==> src/rtl/uart_tx.sv <==
// uart_tx: 8N1 UART transmitter, LSB first, idle-high line.
// Bytes arrive over a valid/ready handshake and are latched at acceptance,
// so the source may change tx_data/tx_valid freely while a frame is sent.
// Optional feature macro: UART_TX_PARITY_EN inserts an even-parity bit
// between the last data bit and the stop bit (11-bit frame).
// All outputs come straight from flops; the FSM computes next-state and
// next-output values combinationally and a single register stage holds them.
`timescale 1ns/1ps

module uart_tx #(
    parameter int BASE_FREQ = 50_000_000,
    parameter int BAUDRATE  = 115200
) (
    input  logic       clk,
    input  logic       rst,
    input  logic [7:0] tx_data,
    input  logic       tx_valid,
    output logic       tx_ready,
    output logic       serial_out,
    output logic       tx_busy,
    output logic       tx_done
);

    localparam int CLKS_PER_BIT = BASE_FREQ / BAUDRATE;
    localparam int CNT_W        = (CLKS_PER_BIT > 1) ? $clog2(CLKS_PER_BIT) : 1;
    localparam logic [CNT_W-1:0] CNT_LAST = CNT_W'(CLKS_PER_BIT - 1);

    typedef enum logic [2:0] {
        IDLE   = 3'd0,
        START  = 3'd1,
        DATA   = 3'd2,
`ifdef UART_TX_PARITY_EN
        PARITY = 3'd3,
`endif
        STOP   = 3'd4
    } state_t;

`ifdef UART_TX_PARITY_EN
    // Even parity: the line bit makes the total count of ones even.
    function automatic logic even_parity(input logic [7:0] d);
        return ^d;
    endfunction
`endif

    state_t           state;
    state_t           state_nx;
    logic [CNT_W-1:0] clk_cnt;
    logic [CNT_W-1:0] clk_cnt_nx;
    logic [2:0]       bit_idx;
    logic [2:0]       bit_idx_nx;
    logic [2:0]       bit_inc;
    logic [7:0]       shift_reg;
    logic [7:0]       shift_reg_nx;
    logic             serial_out_nx;
    logic             tx_ready_nx;
    logic             tx_done_nx;
    logic             bit_last;

    assign bit_last = (clk_cnt == CNT_LAST);
    assign bit_inc  = bit_idx + 3'd1;

    // State and output register; reset drives the line high at once.
    always_ff @(posedge clk or negedge rst) begin
        if (!rst) begin
            state      <= IDLE;
            clk_cnt    <= '0;
            bit_idx    <= 3'd0;
            shift_reg  <= 8'd0;
            serial_out <= 1'b1;
            tx_ready   <= 1'b1;
            tx_busy    <= 1'b0;
            tx_done    <= 1'b0;
        end else begin
            state      <= state_nx;
            clk_cnt    <= clk_cnt_nx;
            bit_idx    <= bit_idx_nx;
            shift_reg  <= shift_reg_nx;
            serial_out <= serial_out_nx;
            tx_ready   <= tx_ready_nx;
            tx_busy    <= ~tx_ready_nx;
            tx_done    <= tx_done_nx;
        end
    end

    // Next-state and next-output logic; outputs describe the coming cycle.
    always_comb begin
        state_nx      = state;
        clk_cnt_nx    = clk_cnt;
        bit_idx_nx    = bit_idx;
        shift_reg_nx  = shift_reg;
        serial_out_nx = 1'b1;
        tx_ready_nx   = 1'b0;
        tx_done_nx    = 1'b0;

        case (state)
            IDLE: begin
                tx_ready_nx = 1'b1;
                if (tx_valid && tx_ready) begin
                    state_nx      = START;
                    clk_cnt_nx    = '0;
                    bit_idx_nx    = 3'd0;
                    shift_reg_nx  = tx_data;
                    serial_out_nx = 1'b0;
                    tx_ready_nx   = 1'b0;
                end else begin
                    serial_out_nx = 1'b1;
                end
            end

            START: begin
                if (bit_last) begin
                    state_nx      = DATA;
                    clk_cnt_nx    = '0;
                    bit_idx_nx    = 3'd0;
                    serial_out_nx = shift_reg[0];
                end else begin
                    clk_cnt_nx    = clk_cnt + CNT_W'(1);
                    serial_out_nx = 1'b0;
                end
            end

            DATA: begin
                if (bit_last) begin
                    clk_cnt_nx = '0;
                    if (bit_idx == 3'd7) begin
`ifdef UART_TX_PARITY_EN
                        state_nx      = PARITY;
                        serial_out_nx = even_parity(shift_reg);
`else
                        state_nx      = STOP;
                        serial_out_nx = 1'b1;
`endif
                    end else begin
                        bit_idx_nx    = bit_inc;
                        serial_out_nx = shift_reg[bit_inc];
                    end
                end else begin
                    clk_cnt_nx    = clk_cnt + CNT_W'(1);
                    serial_out_nx = shift_reg[bit_idx];
                end
            end

`ifdef UART_TX_PARITY_EN
            PARITY: begin
                if (bit_last) begin
                    state_nx      = STOP;
                    clk_cnt_nx    = '0;
                    serial_out_nx = 1'b1;
                end else begin
                    clk_cnt_nx    = clk_cnt + CNT_W'(1);
                    serial_out_nx = even_parity(shift_reg);
                end
            end
`endif

            STOP: begin
                serial_out_nx = 1'b1;
                if (bit_last) begin
                    // Frame complete: ready rises right after the done pulse.
                    state_nx    = IDLE;
                    clk_cnt_nx  = '0;
                    tx_ready_nx = 1'b1;
                end else begin
                    clk_cnt_nx = clk_cnt + CNT_W'(1);
                    // Done occupies the final cycle of the stop bit.
                    tx_done_nx = (clk_cnt_nx == CNT_LAST);
                end
            end

            default: begin
                state_nx      = IDLE;
                clk_cnt_nx    = '0;
                bit_idx_nx    = 3'd0;
                serial_out_nx = 1'b1;
                tx_ready_nx   = 1'b1;
            end
        endcase
    end

endmodule
==> config.mk <==
export PLATFORM = sky130hd
export DESIGN_NAME = uart_tx
export DESIGN_NICKNAME = d
export VERILOG_FILES = /design/src/rtl/uart_tx.sv
export SDC_FILE = /design/constraint.sdc
export NUM_CORES = 1
export LEC_CHECK = 0
export BUFFER_PORTS_ARGS = -buffer_cell sky130_fd_sc_hd__buf_4
export CAP_MARGIN = 20
export CORE_UTILIZATION = 52
export DETAILED_ROUTE_END_ITERATION = 6
export PLACE_DENSITY = 0.74
export SETUP_SLACK_MARGIN = 0.15
export SLEW_MARGIN = 20
export SYNTH_ARGS = -nofsm -noshare
export SYNTH_HDL_FRONTEND = slang
export SYNTH_SLANG_ARGS = --single-unit
==> constraint.sdc <==
create_clock -name clk -period 1.9 [get_ports clk]
set_input_delay 0.285 -clock clk [delete_from_list [all_inputs] [get_ports clk]]
set_output_delay 0.285 -clock clk [all_outputs]
set_load 0.005 [all_outputs]
==> impl_summary.log <==
INFO  metric finish.instance_area = 1900 µm²
INFO  metric setup.worst_path.class = reg2reg
INFO  metric final_hold_viol_count = 0
INFO  metric asr_flop_ratio_synth = 1.00
INFO  metric die_width = 56.9 µm
INFO  metric dp.cells = 204
INFO  metric grt_overflow = 0
INFO  metric multi_input_area = 872 µm²
INFO  metric hold_ws = 179 ps
INFO  metric irDropWorstVdd = 374 µV
INFO  metric global_route_wire_length_before_repair = 5750 µm
INFO  metric filler_cell_count = 225
INFO  metric remaining_drc_errors = 0
INFO  metric globalRouteTotalUtil = 0.230
INFO  metric die_area = 3230 µm²
INFO  metric synth_top_area_cell = dfrtp_1
INFO  metric cts-buffers-inserted = 3
INFO  metric htree_levels = 1
INFO  metric setup_crit_start_kind = flip-flop
INFO  metric floorplan.io_pins = 15
INFO  metric status = complete, no violations
INFO  metric clk_transition_reported_paths = 150 ps
INFO  metric cpMaxStageDelayCell = dfrtp_1
INFO  metric synth_area_leaders = dfrtp_1, mux2_2, o21ai_0
INFO  metric synth_seq_cells = 27
INFO  metric cp_data_arrival_time = 2160 ps
INFO  metric cts.sink_count = 27
INFO  metric final_hpwl_dp = 2320 µm
INFO  metric initial_core_util = 0.558
INFO  metric grt_setup_unrepaired = yes
INFO  metric timing.critical_path.slowest_cell_delay = 390 ps
INFO  metric route.antenna.remaining_nets = 0
INFO  metric ys_types = 41
INFO  metric finalNetCount = 200
INFO  metric hold_class = in2reg
INFO  metric power.density = 449 nW/µm²
INFO  metric gpl.final_weighted_congestion = 0.875
INFO  metric die-height = 56.9 µm
INFO  metric floorplan.core_area = 2810 µm²
INFO  metric crit_buf_inv = 2
INFO  metric syn_to_final_growth = 21.5%
INFO  metric path_max_fanout = 3
INFO  metric clock_tree.root_cell = clkbuf_4
INFO  metric vias = 1286
INFO  metric syn-cell-area = 1570 µm²
INFO  metric largest_delay_share_family_worst_path = compound AO/OA/AOI/OAI gates
INFO  metric post_synthesis_instance_total = 156
INFO  metric largest_register_ffs = 9
INFO  metric timing.critical_path.required = 2170 ps
INFO  metric worst_slew_margin_rel = 0.720
INFO  metric max-cap-violations = 0
INFO  metric clock-skew-final = 3.71 ps
INFO  metric final-instance-count-excl-fill = 214
INFO  metric drive_above_1_share = 0.372
INFO  metric cellLeakagePower = 0.872 nW
INFO  metric path_cells = inv_2, ha_2, nor3b_4, and4b_2, buf_6, a21o_1, a221o_1, a41o_1
INFO  metric drt_iter0_markers = 112
INFO  metric slew_violations = 0
INFO  metric endpoint_kind = flip-flop
INFO  metric grt_max_degree = 28
INFO  metric mostFrequentLayoutCell = buf_4
INFO  metric place.port_buffers = 14
INFO  metric most_frequent_cells_in_the_layout = buf_4, dfrtp_1, nand2_1, mux2_2, o21ai_0
INFO  metric synth_fp_nets = 172
INFO  metric antenna_found_initial = 0
INFO  metric synth_enable_flop_cells = 0
INFO  metric setup_viol = 0
INFO  metric synth_seq_area_share = 0.433
INFO  metric area.sequential = 679 µm²
INFO  metric clock_period_minus_final_worst_setup_slack = 1890 ps
INFO  metric detail_route.wirelength = 3370 µm
INFO  metric ys.warnings.count = 0
INFO  metric achievable-frequency = 528 MHz
INFO  metric cts_tree = built
INFO  metric syn-mean-instance-area = 10.0 µm²
INFO  metric max-clock-path-buffers = 2
INFO  metric dominantRegCellSynth = dfrtp_1
INFO  metric grt_pass1_vias = 1227
INFO  metric rows = 19
INFO  metric netlist.area_leader.share = 0.400
INFO  metric dr.pass1.iters = 4
INFO  metric post_drt_via_cell_ratio = 6.01
INFO  metric dpl_cell_area = 1760 µm²
INFO  metric max_slew.worst_pin.slew = 421 ps
INFO  metric fin_setup_tns = 0 ps
INFO  metric clk_latency = 320 ps
INFO  metric n_antenna_cell = 0
INFO  metric drt-wirelength-per-cell = 15.8 µm
INFO  metric timing.final.crit_share = 0.996
==> worst paths after layout <==
| kind | startpoint | to | slack, ps | depth (start not counted) |
|---|---|---|---|---|
| min | tx_data[1] | shift_reg[1] | 180 | 2 |
| max | clk_cnt[1] | serial_out | 8 | 8 |
| max in group asynchronous | rst | serial_out | 1200 | 2 |
| min in group asynchronous | rst | clk_cnt[2] | 390 | 2 |
| max reg2reg | clk_cnt[1] | serial_out | 8 | 8 |
| min reg2reg | shift_reg[6] | shift_reg[6] | 550 | 1 |
==> layer usage <==
layer	track usage	part of all wire	up-vias
met4	0.0627	0.0077	0
met3	0.0207	0.026	4
met5	0	0	-
li1	-	-	625
met1	0.305	0.43	628
met2	0.401	0.54	29
==> stage by stage <==
| step | util | power, W | setup slack [ps] |
|---|---|---|---|
| 6_report | 0.678 | 0.000854 | 7.64 |
| 3_3_place_gp | 0.626 | 0.000612 | 64.9 |
| 4_1_cts | 0.652 | 0.000864 | 42.4 |
| 2_1_floorplan | - | 0.000586 | 108 |
| 3_5_place_dp | 0.626 | 0.000613 | 4.58 |
| 5_1_grt | 0.678 | 0.000888 | -23.6 |
==> power breakdown <==
part / switching [W] / total (W) / leakage, nW / internal (W)
combinational: 0.0000132 / 0.0000275 / 0.516 / 0.0000143
sequential: 0 / 0.000575 / 0.338 / 0.000575
clock: 0.000173 / 0.000252 / 0.0177 / 0.0000789
total: 0.000186 / 0.000854 / 0.872 / 0.000668
==> cells by family after synthesis <==
logic type / Yosys count / synth area share
flops: 27 / 0.433
buf+inv: 16 / 0.0480
simple gates: 52 / 0.172
mux: 17 / 0.142
fa+ha+maj: 5 / 0.0400
compound gates: 37 / 0.153
xor+xnor: 2 / 0.0112
==> cell usage after synthesis (all sizes together), types with 2 or more instances <==
| library cell | number |
|---|---|
| a21o | 3 |
| a21oi | 2 |
| a22o | 2 |
| and3 | 6 |
| buf | 7 |
| clkbuf | 3 |
| dfrtp | 25 |
| dfstp | 2 |
| ha | 5 |
| inv | 6 |
| mux2 | 12 |
| mux2i | 2 |
| mux4 | 3 |
| nand2 | 15 |
| nand3 | 7 |
| nand4 | 2 |
| nor2 | 8 |
| nor2b | 2 |
| nor3 | 6 |
| nor3b | 2 |
| o21a | 2 |
| o21ai | 18 |
| xor2 | 2 |
==> cell type report <==
class | instances | area share
multi-input cells | 113 | 0.459
flip-flops and latches | 27 | 0.357
repair buffers | 33 | 0.138
well taps | 31 | 0.0204
clock buffers | 3 | 0.0118
inverters | 6 | 0.0118
clock inverters | 1 | 0.00263
==> timing repair <==
item | CTS | global route
gates resized for setup | 5 | 18
pin swaps | 4 | 5
hold buffers | 1 | 0
buffers inserted | 3 | 2
hold endpoints to repair | 25 | 0
endpoints found under the setup margin | 7 | 22
Power figures use the tool's default switching activity.
